File: src/rtl/soc_bus_fabric.sv
// Single-master bus fabric: tag-decoded slave regions, per-region read
// wait states, byte-lane swapping and a write-only console strobe.
module soc_bus_fabric #(
  parameter int                   NSLAVES      = 3,
  parameter logic [4*NSLAVES-1:0] SLV_TAG      = 12'he40,
  parameter logic [4*NSLAVES-1:0] SLV_WAIT     = 12'h111,
  parameter logic [NSLAVES-1:0]   SLV_SWAP     = 3'b100,
  parameter logic [31:0]          CONSOLE_ADDR = 32'hf00000d0
) (
  input  logic                    clk_i,
  input  logic                    rst_i,
  input  logic                    m_req_i,
  input  logic [31:0]             m_addr_i,
  input  logic [31:0]             m_wdata_i,
  input  logic [3:0]              m_we_i,
  output logic [31:0]             m_rdata_o,
  output logic                    m_ack_o,
  output logic                    err_o,
  output logic                    stall_o,
  output logic [NSLAVES-1:0]      s_sel_o,
  output logic [31:0]             s_addr_o,
  output logic [31:0]             s_wdata_o,
  output logic [3:0]              s_we_o,
  input  logic [32*NSLAVES-1:0]   s_rdata_i,
  output logic                    con_valid_o,
  output logic [7:0]              con_char_o
);

  typedef enum logic [1:0] {IDLE, ACCESS, DONE} state_t;

  function automatic logic [31:0] swap32(input logic [31:0] d);
    return {d[7:0], d[15:8], d[23:16], d[31:24]};
  endfunction

  function automatic logic [3:0] swap4(input logic [3:0] w);
    return {w[0], w[1], w[2], w[3]};
  endfunction

  state_t               state, state_n;
  logic [31:0]          addr_q, wdata_q, rdata_q;
  logic [3:0]           we_q, cnt_q;
  logic [NSLAVES-1:0]   tgt_q;
  logic                 con_q, err_q, swap_q;

  logic [NSLAVES-1:0]   dec_sel;
  logic [3:0]           dec_wait;
  logic                 dec_swap, dec_con, dec_hit, take;
  logic [31:0]          slv_rd;
  logic                 is_wr, rd_done;

  assign dec_con = (m_addr_i == CONSOLE_ADDR);
  assign dec_hit = |dec_sel & ~dec_con;
  assign take    = (state == IDLE) & m_req_i;
  assign is_wr   = |we_q;
  assign rd_done = (state == ACCESS) & ~is_wr & (cnt_q == 4'd0);

  // Tag decode; scanning downward leaves the lowest matching index
  always_comb begin
    dec_sel  = '0;
    dec_wait = 4'd0;
    dec_swap = 1'b0;
    for (int i = NSLAVES - 1; i >= 0; i--) begin
      if (m_addr_i[31:28] == SLV_TAG[4*i +: 4]) begin
        dec_sel    = '0;
        dec_sel[i] = 1'b1;
        dec_wait   = SLV_WAIT[4*i +: 4];
        dec_swap   = SLV_SWAP[i];
      end
    end
  end

  // Read-data slice of the selected slave, zero when none is selected
  always_comb begin
    slv_rd = '0;
    for (int i = 0; i < NSLAVES; i++) begin
      if (tgt_q[i]) slv_rd = slv_rd | s_rdata_i[32*i +: 32];
    end
  end

  // Next-state logic
  always_comb begin
    state_n = state;
    unique case (state)
      IDLE:    if (m_req_i) state_n = ACCESS;
      ACCESS:  if (is_wr || cnt_q == 4'd0) state_n = DONE;
      DONE:    state_n = IDLE;
      default: state_n = IDLE;
    endcase
  end

  // State register
  always_ff @(posedge clk_i or posedge rst_i) begin
    if (rst_i) state <= IDLE;
    else       state <= state_n;
  end

  // Request capture and wait-state countdown
  always_ff @(posedge clk_i or posedge rst_i) begin
    if (rst_i) begin
      addr_q  <= '0;
      wdata_q <= '0;
      we_q    <= '0;
      tgt_q   <= '0;
      con_q   <= 1'b0;
      err_q   <= 1'b0;
      swap_q  <= 1'b0;
      cnt_q   <= '0;
    end else if (take) begin
      addr_q  <= m_addr_i;
      wdata_q <= (dec_hit & dec_swap) ? swap32(m_wdata_i) : m_wdata_i;
      we_q    <= (dec_hit & dec_swap) ? swap4(m_we_i) : m_we_i;
      tgt_q   <= dec_hit ? dec_sel : '0;
      con_q   <= dec_con & (|m_we_i);
      err_q   <= ~dec_con & ~(|dec_sel);
      swap_q  <= dec_hit & dec_swap;
      cnt_q   <= dec_hit ? dec_wait : 4'd1;
    end else if (state == ACCESS && cnt_q != 4'd0) begin
      cnt_q   <= cnt_q - 4'd1;
    end
  end

  // Read data register, only updated by a completing read
  always_ff @(posedge clk_i or posedge rst_i) begin
    if (rst_i)        rdata_q <= '0;
    else if (rd_done) rdata_q <= swap_q ? swap32(slv_rd) : slv_rd;
  end

  assign m_rdata_o   = rdata_q;
  assign m_ack_o     = (state == DONE);
  assign err_o       = (state == DONE) & err_q;
  assign stall_o     = m_req_i & ~m_ack_o;
  assign s_sel_o     = (state == ACCESS) ? tgt_q : '0;
  assign s_addr_o    = addr_q;
  assign s_wdata_o   = wdata_q;
  assign s_we_o      = (state == ACCESS && |tgt_q) ? we_q : 4'b0000;
  assign con_valid_o = (state == ACCESS) & con_q;
  assign con_char_o  = con_valid_o ? wdata_q[31:24] : 8'h00;

endmodule

File: config.mk
export PLATFORM = sky130hd
export DESIGN_NAME = soc_bus_fabric
export DESIGN_NICKNAME = d
export VERILOG_FILES = /design/src/rtl/soc_bus_fabric.sv
export SDC_FILE = /design/constraint.sdc
export NUM_CORES = 1
export LEC_CHECK = 0
export CAP_MARGIN = 20
export CORE_MARGIN = 2
export CORE_UTILIZATION = 44
export CTS_BUF_LIST = sky130_fd_sc_hd__clkbuf_8 sky130_fd_sc_hd__clkbuf_16
export DETAILED_ROUTE_END_ITERATION = 12
export MAX_ROUTING_LAYER = met4
export PLACE_DENSITY = 0.87
export SLEW_MARGIN = 20
export SYNTH_ARGS = -nofsm -noshare
export SYNTH_HDL_FRONTEND = slang
export SYNTH_SLANG_ARGS = --single-unit
File: constraint.sdc
create_clock -name clk_i -period 8.4 [get_ports clk_i]
set_input_delay 1.68 -clock clk_i [delete_from_list [all_inputs] [get_ports clk_i]]
set_output_delay 1.68 -clock clk_i [all_outputs]
set_load 0.02 [all_outputs]
# [After elaboration in Yosys (flattened, before gate mapping)]
# Cells that the tools add are included.
[word_totals] register_bits=112 out_inout_bits=115 word_cells=72
[classes] addsub=1 n_eq_ne=7 mux=25 n_bitwise=16 reduce_logical=13
[ops] cell="$mux 32" count=5
[ops] cell="$or 32x32->32" count=2
[ops] cell="$eq 32x32->1 const B" count=1
[ops] cell="$mux 4" count=7
[ops] cell="$mux 3" count=5
[ops] cell="$and 1x1->1" count=10
[ops] cell="$logic_not 4->1" count=2
[ops] cell="$mux 8" count=1
[ops] cell="$reduce_or 4->1" count=2
[ops] cell="$reduce_or 3->1" count=2
[ops] cell="$eq 4x3->1 const B" count=1
[ops] cell="$eq 4x4->1 const B" count=1
[ops] cell="$mux 1" count=4
[ops] cell="$mux 2" count=2
[ops] cell="$ne 2x2->1 const B" count=2
[ops] cell="$not 1->1" count=4
[ops] cell="$pmux 2 s2" count=1
[ops] cell="$reduce_bool 4->1" count=1
[ops] cell="$sub 4x1->4 const B" count=1
[ops] cell="$eq 2x1->1 const B" count=1
[ops] cell="$eq 2x2->1 const B" count=1
[ops] cell="$logic_and 1x1->1" count=2
[ops] cell="$logic_not 2->1" count=1
[ops] cell="$reduce_and 2->1" count=1
[ops] cell="2 further kinds" count=2

# [Depth between registers and ports, before layout]
# Gate-level depths: netlist (run 1).
[depth] ltp_word=8 ltp_mapped=7 ltp_nobuf=6

# [Least setup slack after synthesis (run 1)]
# OpenSTA, ideal clock, no wires.
[synth_timing] path_type="input port to output port" start="input port m_req_i" end="output port stall_o" t_arrival_ns=2.007 t_required_ns=6.720 setup_slack_ns=4.713 stages=1 path_cell_list="nor2b_1"
[synth_via] elab_chain_len=1
[synth_rtl] item="from (decl)" line="12" text="input logic m_req_i,"
[synth_rtl] item="$and 1x1->1" line="131" text="assign stall_o = m_req_i & ~m_ack_o;"
[synth_rtl] item="to (decl)" line="19" text="output logic stall_o,"
# No other way between the ends.

# [Final worst setup path (run 1)]
# Ends and elaborated chain as after synthesis.

==> qor.yml, run 1 <==
outcome: "finished, final reports clean"
io_buffer_count: 281
root_buffer: "clkbuf_16"
synth_cells: 564
final_cell_mix: "clkdlybuf4s50_1 (281), nand2_1 (137), dfrtp_1 (108), a221oi_1 (64), o21ai_0 (43)"
path_clk_slew_ps: 70
totalWireLength_um: 18500
crit_top_cell: "clkdlybuf4s50_1"
synth_top_family_by_area: "compound AO/OA/AOI/OAI gates"
fmax_mhz: 215
fp.dieArea_um2: 13900
drtIter0Drc: 442
power_density_nw_per_um2: 292
grt_remaining_overflow: 0
min_period_ps: 4660
p_int_mw: 1.57
fin_crit_sh: 0.554
rsz0062_at_grt: "false"
clkSinkCount: 111
synth_adder_area_share: 0.00220
num_antenna_cells: 0
io_pins: 282
synth_xor_area_frac: 0.00308
grt_pass1_vias: 5566
cts_buffer_depth: 2
numCtsBuffers: 9
crit_fanout: 3
ant_nets: 0
slowest_delay_ps: 610
end_kind: "output pin"
ys_ff_latch: 111
criticalPathCategory: "in -> out"
vias: 5440
setup.worst_path.start_class: "input port"
worst_pin_slew_ps: 1030
synth_warnings: 0
worst_ep_required_time_ps: 6720
ys_types: 38
cp_num_buf_inv: 2
mostFrequentLayoutCell: "clkdlybuf4s50_1"
drive_gt1_frac: 0.0756
synth-compound-area-share: 0.169
async_reset_ff_frac: 1.00
drv_cap: 0
ctsHoldBuffers: 0
synth_mux_area_frac: 0.148
synth_area_um2: 5690
seqPwrFrac: 0.340
hold_path_class: "reg -> reg"
slew_headroom: 0.313
synth_fp_nets: 732
hold_viol: 0
setup_tns_ps: 0
routed_via_density: 5.48
grt_max_degree: 116
post_cts_buffers: 0
yosys.area_share.simple: 0.148
die_w_um: 118
htree_num_levels: 3
peakVddDrop_mv: 0.220
area_delta_synth_final_pct: 55.6
dpl.hpwl_um: 13600
wl_per_cell_um: 18.7
grtUsageTotal: 0.271
cts_tree: "done"
clk_latency_ps: 340
crit_family: "buffers and inverters"
p_switching_mw: 1.01
placed_area_um2: 8560
cp.arrival_ps: 2980
ctsResizeCount: 0
synth_edf_count: 0
gp_congestion: 0.855
antenna_found_initial: 0
comb_power_share: 0.497
nets: 984
initial_core_util: 0.451
synth.avg_cell_area_um2: 10.1
fin_skew_ps: 6.79
slowest_stage: "clkdlybuf4s50_1"
grt_pass1_wl_um: 29000
p_sw_frac: 0.391
fin_area_um2: 8850
worstPathCellList: "clkdlybuf4s50_1 -> nor2b_1 -> clkdlybuf4s50_1"
pwr-share-clk: 0.164
core_um2: 12600
ys_seq_area_frac: 0.488
setup-violations-final: 0
synth_ff_type: "dfrtp_1"
slew_violations: 0
drt_pass1_iterations: 5
fp.dieH_um: 118
drc: 0
rows: 41
p_leak_nw: 4.09
-- worst reg2reg max path, cell delays in order, from the launching register on --
cell and delay (ps):
dfrtp_1 420, inv_1 70, ha_1 150, or3b_4 410
inv_2 80, nand3_4 510, mux2_4 520
-- state kept, by name, indices dropped and copies added, names as in the netlist --
register and count:
tgt_q 3, state 2, we_q 4, con_q 1, cnt_q 4, err_q 1
s_addr_o 32, s_wdata_o 32, m_rdata_o 32
-- stage by stage --
step                 util  hold WS, ps  instances  worst slack (ps)  power, mW
floorplan               -          442        564              3790       1.55
global placement    0.678          457        977              3750       2.12
detailed placement  0.678          461        977              3730       2.17
CTS                 0.701          480        992              3740       2.60
global route        0.701          504        992              3680       2.73
finish              0.701          477        992              3740       2.58
-- routing by layer --
layer  vias to the layer above  share of wire  global-route usage
met1                      2637           0.40               0.318
met4                         0          0.018              0.0866
met3                        22          0.079              0.0620
met2                       233           0.51               0.462
met5                         -              0                   -
li1                       2548              -                   -
-- power groups by stage --
stage	clock network [mW]	registers, mW	logic [mW]
CTS	0.432	0.875	1.29
floorplan	0	1.09	0.455
global route	0.453	0.902	1.38
finish	0.422	0.876	1.28
detailed placement	0	0.880	1.29
global placement	0	0.870	1.25
-- cells in the mapped netlist (all sizes together) (8+ instances only) --
cell	n	area share
buf	19	0.020
and2	11	0.012
and3	8	0.0088
o21ai	43	0.038
dfrtp	111	0.49
nand2	138	0.091
a221oi	64	0.099
a21oi	32	0.028
clkbuf	27	0.018
mux2i	37	0.065
mux2	32	0.083
-- cells by family (layout without fill, tap and decap cells) --
kind of cell    after synthesis  after routing
xor+xnor                      2              2
compound gates              142            142
mux                          69             69
simple gates                188            188
buf+inv                      51            307
fa+ha+maj                     1              1
flops                       111            111
-- cell type report --
cell class / count / area [µm²]
Clock inverter: 6 / 60.1
Timing Repair Buffer: 287 / 2860
Fill cell: 944 / 3770
Tap cell: 172 / 215
Multi-Input combinational cell: 402 / 2690
Inverter: 5 / 21.3
Sequential cell: 111 / 2780
Clock buffer: 9 / 225
-- worst paths after layout --
path | from | to | slack (ps) | cells after the start
setup / recovery | m_req_i | stall_o | 3740 | 3
hold / removal | s_addr_o[27] | s_addr_o[27] | 480 | 2
setup reg to reg | cnt_q[0] | m_rdata_o[12] | 6120 | 6
hold reg to reg | s_addr_o[27] | s_addr_o[27] | 480 | 2
max in group asynchronous | rst_i | tgt_q[0] | 5330 | 3
min in group asynchronous | rst_i | m_rdata_o[14] | 1770 | 2
Power figures use the tool's default switching activity.
==> run 2, diff against run 1 <==
--- a/config.mk
+++ b/config.mk
@@ -7,11 +7,11 @@
 export LEC_CHECK = 0
 export CAP_MARGIN = 20
 export CORE_MARGIN = 2
-export CORE_UTILIZATION = 44
+export CORE_UTILIZATION = 37
 export CTS_BUF_LIST = sky130_fd_sc_hd__clkbuf_8 sky130_fd_sc_hd__clkbuf_16
 export DETAILED_ROUTE_END_ITERATION = 12
 export MAX_ROUTING_LAYER = met4
-export PLACE_DENSITY = 0.87
+export PLACE_DENSITY = 0.78
 export SLEW_MARGIN = 20
 export SYNTH_ARGS = -nofsm -noshare
 export SYNTH_HDL_FRONTEND = slang
==> constraint.sdc (replaced) <==
create_clock -name clk_i -period 3.8 [get_ports clk_i]
set_input_delay 0.76 -clock clk_i [delete_from_list [all_inputs] [get_ports clk_i]]
set_output_delay 0.76 -clock clk_i [all_outputs]
set_load 0.02 [all_outputs]
==> run 2 against run 1 <==
Net effect:
- critical path depth increased by 2
- count of clock-buffer cells in the layout up 1
- total power is 120% higher
- core utilization down 11 points
- critical path type is now reg -> out
==> qor.yml, run 2 (synthesized netlist as in run 1, its figures left out) <==
slew_violations: 0
totalWireLength_um: 18900
fin_area_um2: 8910
ctsResizeCount: 0
fin_skew_ps: 6.84
timing.rr.start: "cnt_q[0]"
core_um2: 15100
cts_buffer_depth: 2
io_buffer_count: 281
hold_path_class: "reg -> reg"
end_kind: "output pin"
worst_pin_slew_ps: 736
drc: 0
ctsHoldBuffers: 0
setup.worst_path.start_class: "flop"
cp.arrival_ps: 2110
slew_headroom: 0.509
setup_tns_ps: 0
cts_tree: "done"
mostFrequentLayoutCell: "clkdlybuf4s50_1"
setup-violations-final: 0
numCtsBuffers: 9
outcome: "finished, final reports clean"
path_clk_slew_ps: 80
worst_ep_required_time_ps: 3040
placed_area_um2: 8600
gp_congestion: 0.796
clk_latency_ps: 350
routed_via_density: 5.32
p_leak_nw: 4.10
holdWs_ps: 479
final_cell_mix: "clkdlybuf4s50_1 (281), nand2_1 (137), dfrtp_1 (108), a221oi_1 (64), o21ai_0 (43)"
min_period_ps: 2870
grt_remaining_overflow: 0
drt_pass1_iterations: 5
rr_worst_depth: 6
hold_viol: 0
critPathLaunch: "state[1]"
antenna_found_initial: 0
wl_per_cell_um: 18.7
peakVddDrop_mv: 0.409
crit_end: "s_we_o[3]"
post_cts_buffers: 0
ant_nets: 0
fp.dieArea_um2: 16400
grt_pass1_wl_um: 28900
drtIter0Drc: 255
fp.dieH_um: 128
root_buffer: "clkbuf_16"
htree_num_levels: 3
grt_pass1_vias: 5373
power_density_nw_per_um2: 638
grt_max_degree: 86
area_delta_synth_final_pct: 56.7
io_pins: 282
vias: 5381
num_antenna_cells: 0
fmax_mhz: 348
power.total_mw: 5.68
criticalPathCategory: "reg -> out"
ff2ff_setup_slack_ps: 1500
nets: 986
r2r_end: "m_rdata_o[12]"
rows: 45
drive_gt1_frac: 0.0802
utilization: 0.591
clkSinkCount: 111
drv_cap: 0
dpl.hpwl_um: 13800
crit_fanout: 18
die_w_um: 128
rsz0062_at_grt: "false"
fin_crit_sh: 0.755
initial_core_util: 0.377
grtUsageTotal: 0.236
==> run 2: cell count changes in the layout (fill, tap and decap cells not counted) <==
cell	previous run	this run
clkinvlp_4	0	2
buf_12	0	1
buf_16	0	1
bufinv_16	1	0
clkbuf_8	0	1
inv_1	5	4
inv_6	2	1
inv_8	0	1
or2_2	0	1
or2_4	1	0
==> run 2: worst min-delay path by stage <==
stage,from,to,slack [ps],cells after the start
after floorplan,err_q,err_q,440,2
after global routing,s_addr_o[19],s_addr_o[19],510,2
after detailed placement,s_addr_o[8],s_addr_o[8],460,2
final,s_addr_o[26],s_addr_o[26],480,2
after CTS,s_addr_o[23],s_addr_o[23],480,2
after global placement,s_addr_o[26],s_addr_o[26],460,2
==> run 2: layout make-up <==
class	count	area (µm²)
fillers	1301	6180
repair buffers	289	2910
flip-flops and latches	111	2780
multi-input cells	402	2690
clock buffers	10	239
well taps	188	235
clock inverters	6	43.8
inverters	5	21.3
==> run 2: worst max-delay path: stages (launching register included) <==
cell             delay, ps
dfrtp_1                390
nor2b_1                140
buf_4                  250
o31a_1                 200
and2_1                 130
clkdlybuf4s50_1        650
==> run 2: report_power, final <==
group / internal (mW) / total [mW] / switching (mW)
logic: 1.32 / 2.83 / 1.51
clock network: 0.467 / 0.920 / 0.452
registers: 1.65 / 1.94 / 0.287
total: 3.44 / 5.68 / 2.24
==> run 2: per-layer routing <==
layer / wire length (µm) / part of all wire / track usage
met1: 7730 / 0.41 / 0.288
met2: 9130 / 0.48 / 0.385
met3: 1730 / 0.091 / 0.0584
met4: 316 / 0.017 / 0.0789
met5: 0 / 0 / -
==> run 2: stage by stage <==
stage	instances	setup WS, ps
floorplan	564	109
global placement	994	960
detailed placement	994	953
CTS	1010	904
global route	1011	815
finish	1011	930
==> run 3, diff against run 2 <==
--- a/config.mk
+++ b/config.mk
@@ -7,11 +7,11 @@
 export LEC_CHECK = 0
 export CAP_MARGIN = 20
 export CORE_MARGIN = 2
-export CORE_UTILIZATION = 37
+export CORE_UTILIZATION = 41
 export CTS_BUF_LIST = sky130_fd_sc_hd__clkbuf_8 sky130_fd_sc_hd__clkbuf_16
 export DETAILED_ROUTE_END_ITERATION = 12
 export MAX_ROUTING_LAYER = met4
-export PLACE_DENSITY = 0.78
+export PLACE_DENSITY = 0.81
 export SLEW_MARGIN = 20
 export SYNTH_ARGS = -nofsm -noshare
 export SYNTH_HDL_FRONTEND = slang
==> constraint.sdc (replaced) <==
create_clock -name clk_i -period 2.85 [get_ports clk_i]
set_input_delay 0.57 -clock clk_i [delete_from_list [all_inputs] [get_ports clk_i]]
set_output_delay 0.57 -clock clk_i [all_outputs]
set_load 0.02 [all_outputs]
==> run 3 against run 2 <==
Net effect:
- count of clock-buffer cells in the layout down 1
- largest cell class unchanged
- register-to-register slack worse by 950 ps
- largest power group unchanged
- global-route usage rose by 1.2 points
- clock power is 32% higher
- flip-flop and latch count unchanged
- sequential power increased by 35%
- via count increased by 2.4%
- critical path type unchanged
- worst setup slack got worse by 640 ps
- cell area grew 0.22%
==> qor.yml, run 3 (synthesized netlist as in run 1, its figures left out) <==
p_leak_nw: 4.12
slew_violations: 0
worst_ep_required_time_ps: 2280
fin_skew_ps: 12.5
slew_headroom: 0.544
fmax_mhz: 391
rows: 43
fin_crit_sh: 0.897
peakVddDrop_mv: 0.578
rsz0062_at_grt: "false"
worst_pin_slew_ps: 684
path_clk_slew_ps: 80
cts_tree: "done"
drive_gt1_frac: 0.0847
multi_input_area_um2: 2690
initial_core_util: 0.415
crit_fanout: 18
final_cell_mix: "clkdlybuf4s50_1 (281), nand2_1 (137), dfrtp_1 (108), a221oi_1 (64), o21ai_0 (43)"
core_um2: 13700
rr_worst_depth: 6
ctsResizeCount: 0
io_buffer_count: 281
power.total_mw: 7.61
gp_congestion: 0.829
drt_pass1_iterations: 5
antenna_found_initial: 0
ctsHoldBuffers: 0
routed_via_density: 5.48
totalWireLength_um: 18400
setup-violations-final: 0
num_antenna_cells: 0
drtIter0Drc: 324
dpl.hpwl_um: 13900
cp.arrival_ps: 1990
n_fill_cell: 1096
holdWs_ps: 479
die_w_um: 122
worstPathCellList: "nor2b_1 -> buf_4 -> and3_1 -> clkdlybuf4s50_1"
grt_max_degree: 66
vias: 5511
grt_pass1_vias: 5659
grt_pass1_wl_um: 27800
slowest_delay_ps: 620
clk_latency_ps: 350
fp.dieArea_um2: 14800
htree_num_levels: 3
grt_remaining_overflow: 0
area_delta_synth_final_pct: 57.0
outcome: "finished, final reports clean"
mostFrequentLayoutCell: "clkdlybuf4s50_1"
nets: 990
numCtsBuffers: 9
hold_path_class: "reg -> reg"
post_cts_buffers: 0
drc: 0
fp.dieH_um: 122
wl_per_cell_um: 18.3
clkSinkCount: 111
end_kind: "output pin"
drv_cap: 0
placed_area_um2: 8650
regArea_um2: 2780
ant_nets: 0
setup.worst_path.start_class: "flop"
grtUsageTotal: 0.248
cts_buffer_depth: 2
io_pins: 282
utilization: 0.651
slowest_stage: "clkdlybuf4s50_1"
min_period_ps: 2560
power_density_nw_per_um2: 853
whs_path_depth: 2
criticalPathCategory: "reg -> out"
root_buffer: "clkbuf_16"
setup_tns_ps: 0
hold_viol: 0
fin_area_um2: 8930
[run 3: worst paths after layout]
| check | end | start | slack, ps |
|---|---|---|---|
| max | con_char_o[2] | state[1] | 290 |
| min | s_addr_o[23] | s_addr_o[23] | 480 |
| max reg2reg | m_rdata_o[14] | cnt_q[0] | 550 |
| min reg2reg | s_addr_o[23] | s_addr_o[23] | 480 |
| max in group asynchronous | tgt_q[0] | rst_i | 1520 |
| min in group asynchronous | s_addr_o[23] | rst_i | 680 |
[run 3: critical path: cells and delay by family, from the launching register on]
| kind | cells | cell delay [ps] |
|---|---|---|
| buffers and inverters | 2 | 880 |
| flip-flops | 1 | 400 |
| AND/OR/NAND/NOR | 2 | 360 |
[run 3: power breakdown]
| group | internal, mW | total, mW | switching (mW) | leakage (nW) |
|---|---|---|---|---|
| registers | 2.20 | 2.61 | 0.409 | 1.42 |
| logic | 1.78 | 3.79 | 2.01 | 2.56 |
| clock network | 0.604 | 1.21 | 0.611 | 0.138 |
| total | 4.58 | 7.61 | 3.03 | 4.12 |
[run 3: final cells by class]
class                   instances  area share
repair buffers                293       0.329
flip-flops and latches        111       0.311
multi-input cells             402       0.301
clock buffers                   9      0.0252
well taps                     180      0.0252
clock inverters                 6     0.00574
inverters                       5     0.00252
[run 3: per-stage QoR]
stage               std cells  setup slack [ps]
global placement          991               426
global route             1006               191
floorplan                 564               937
detailed placement        991               415
CTS                      1006               278
finish                   1006               294
[run 3: layer usage]
metal  up-vias  GRT usage  share of wire
met2       262      0.421           0.49
met1      2637      0.274           0.38
met4         0      0.117          0.039
met3        47     0.0613          0.089
met5         -          -              0
li1       2565          -              -
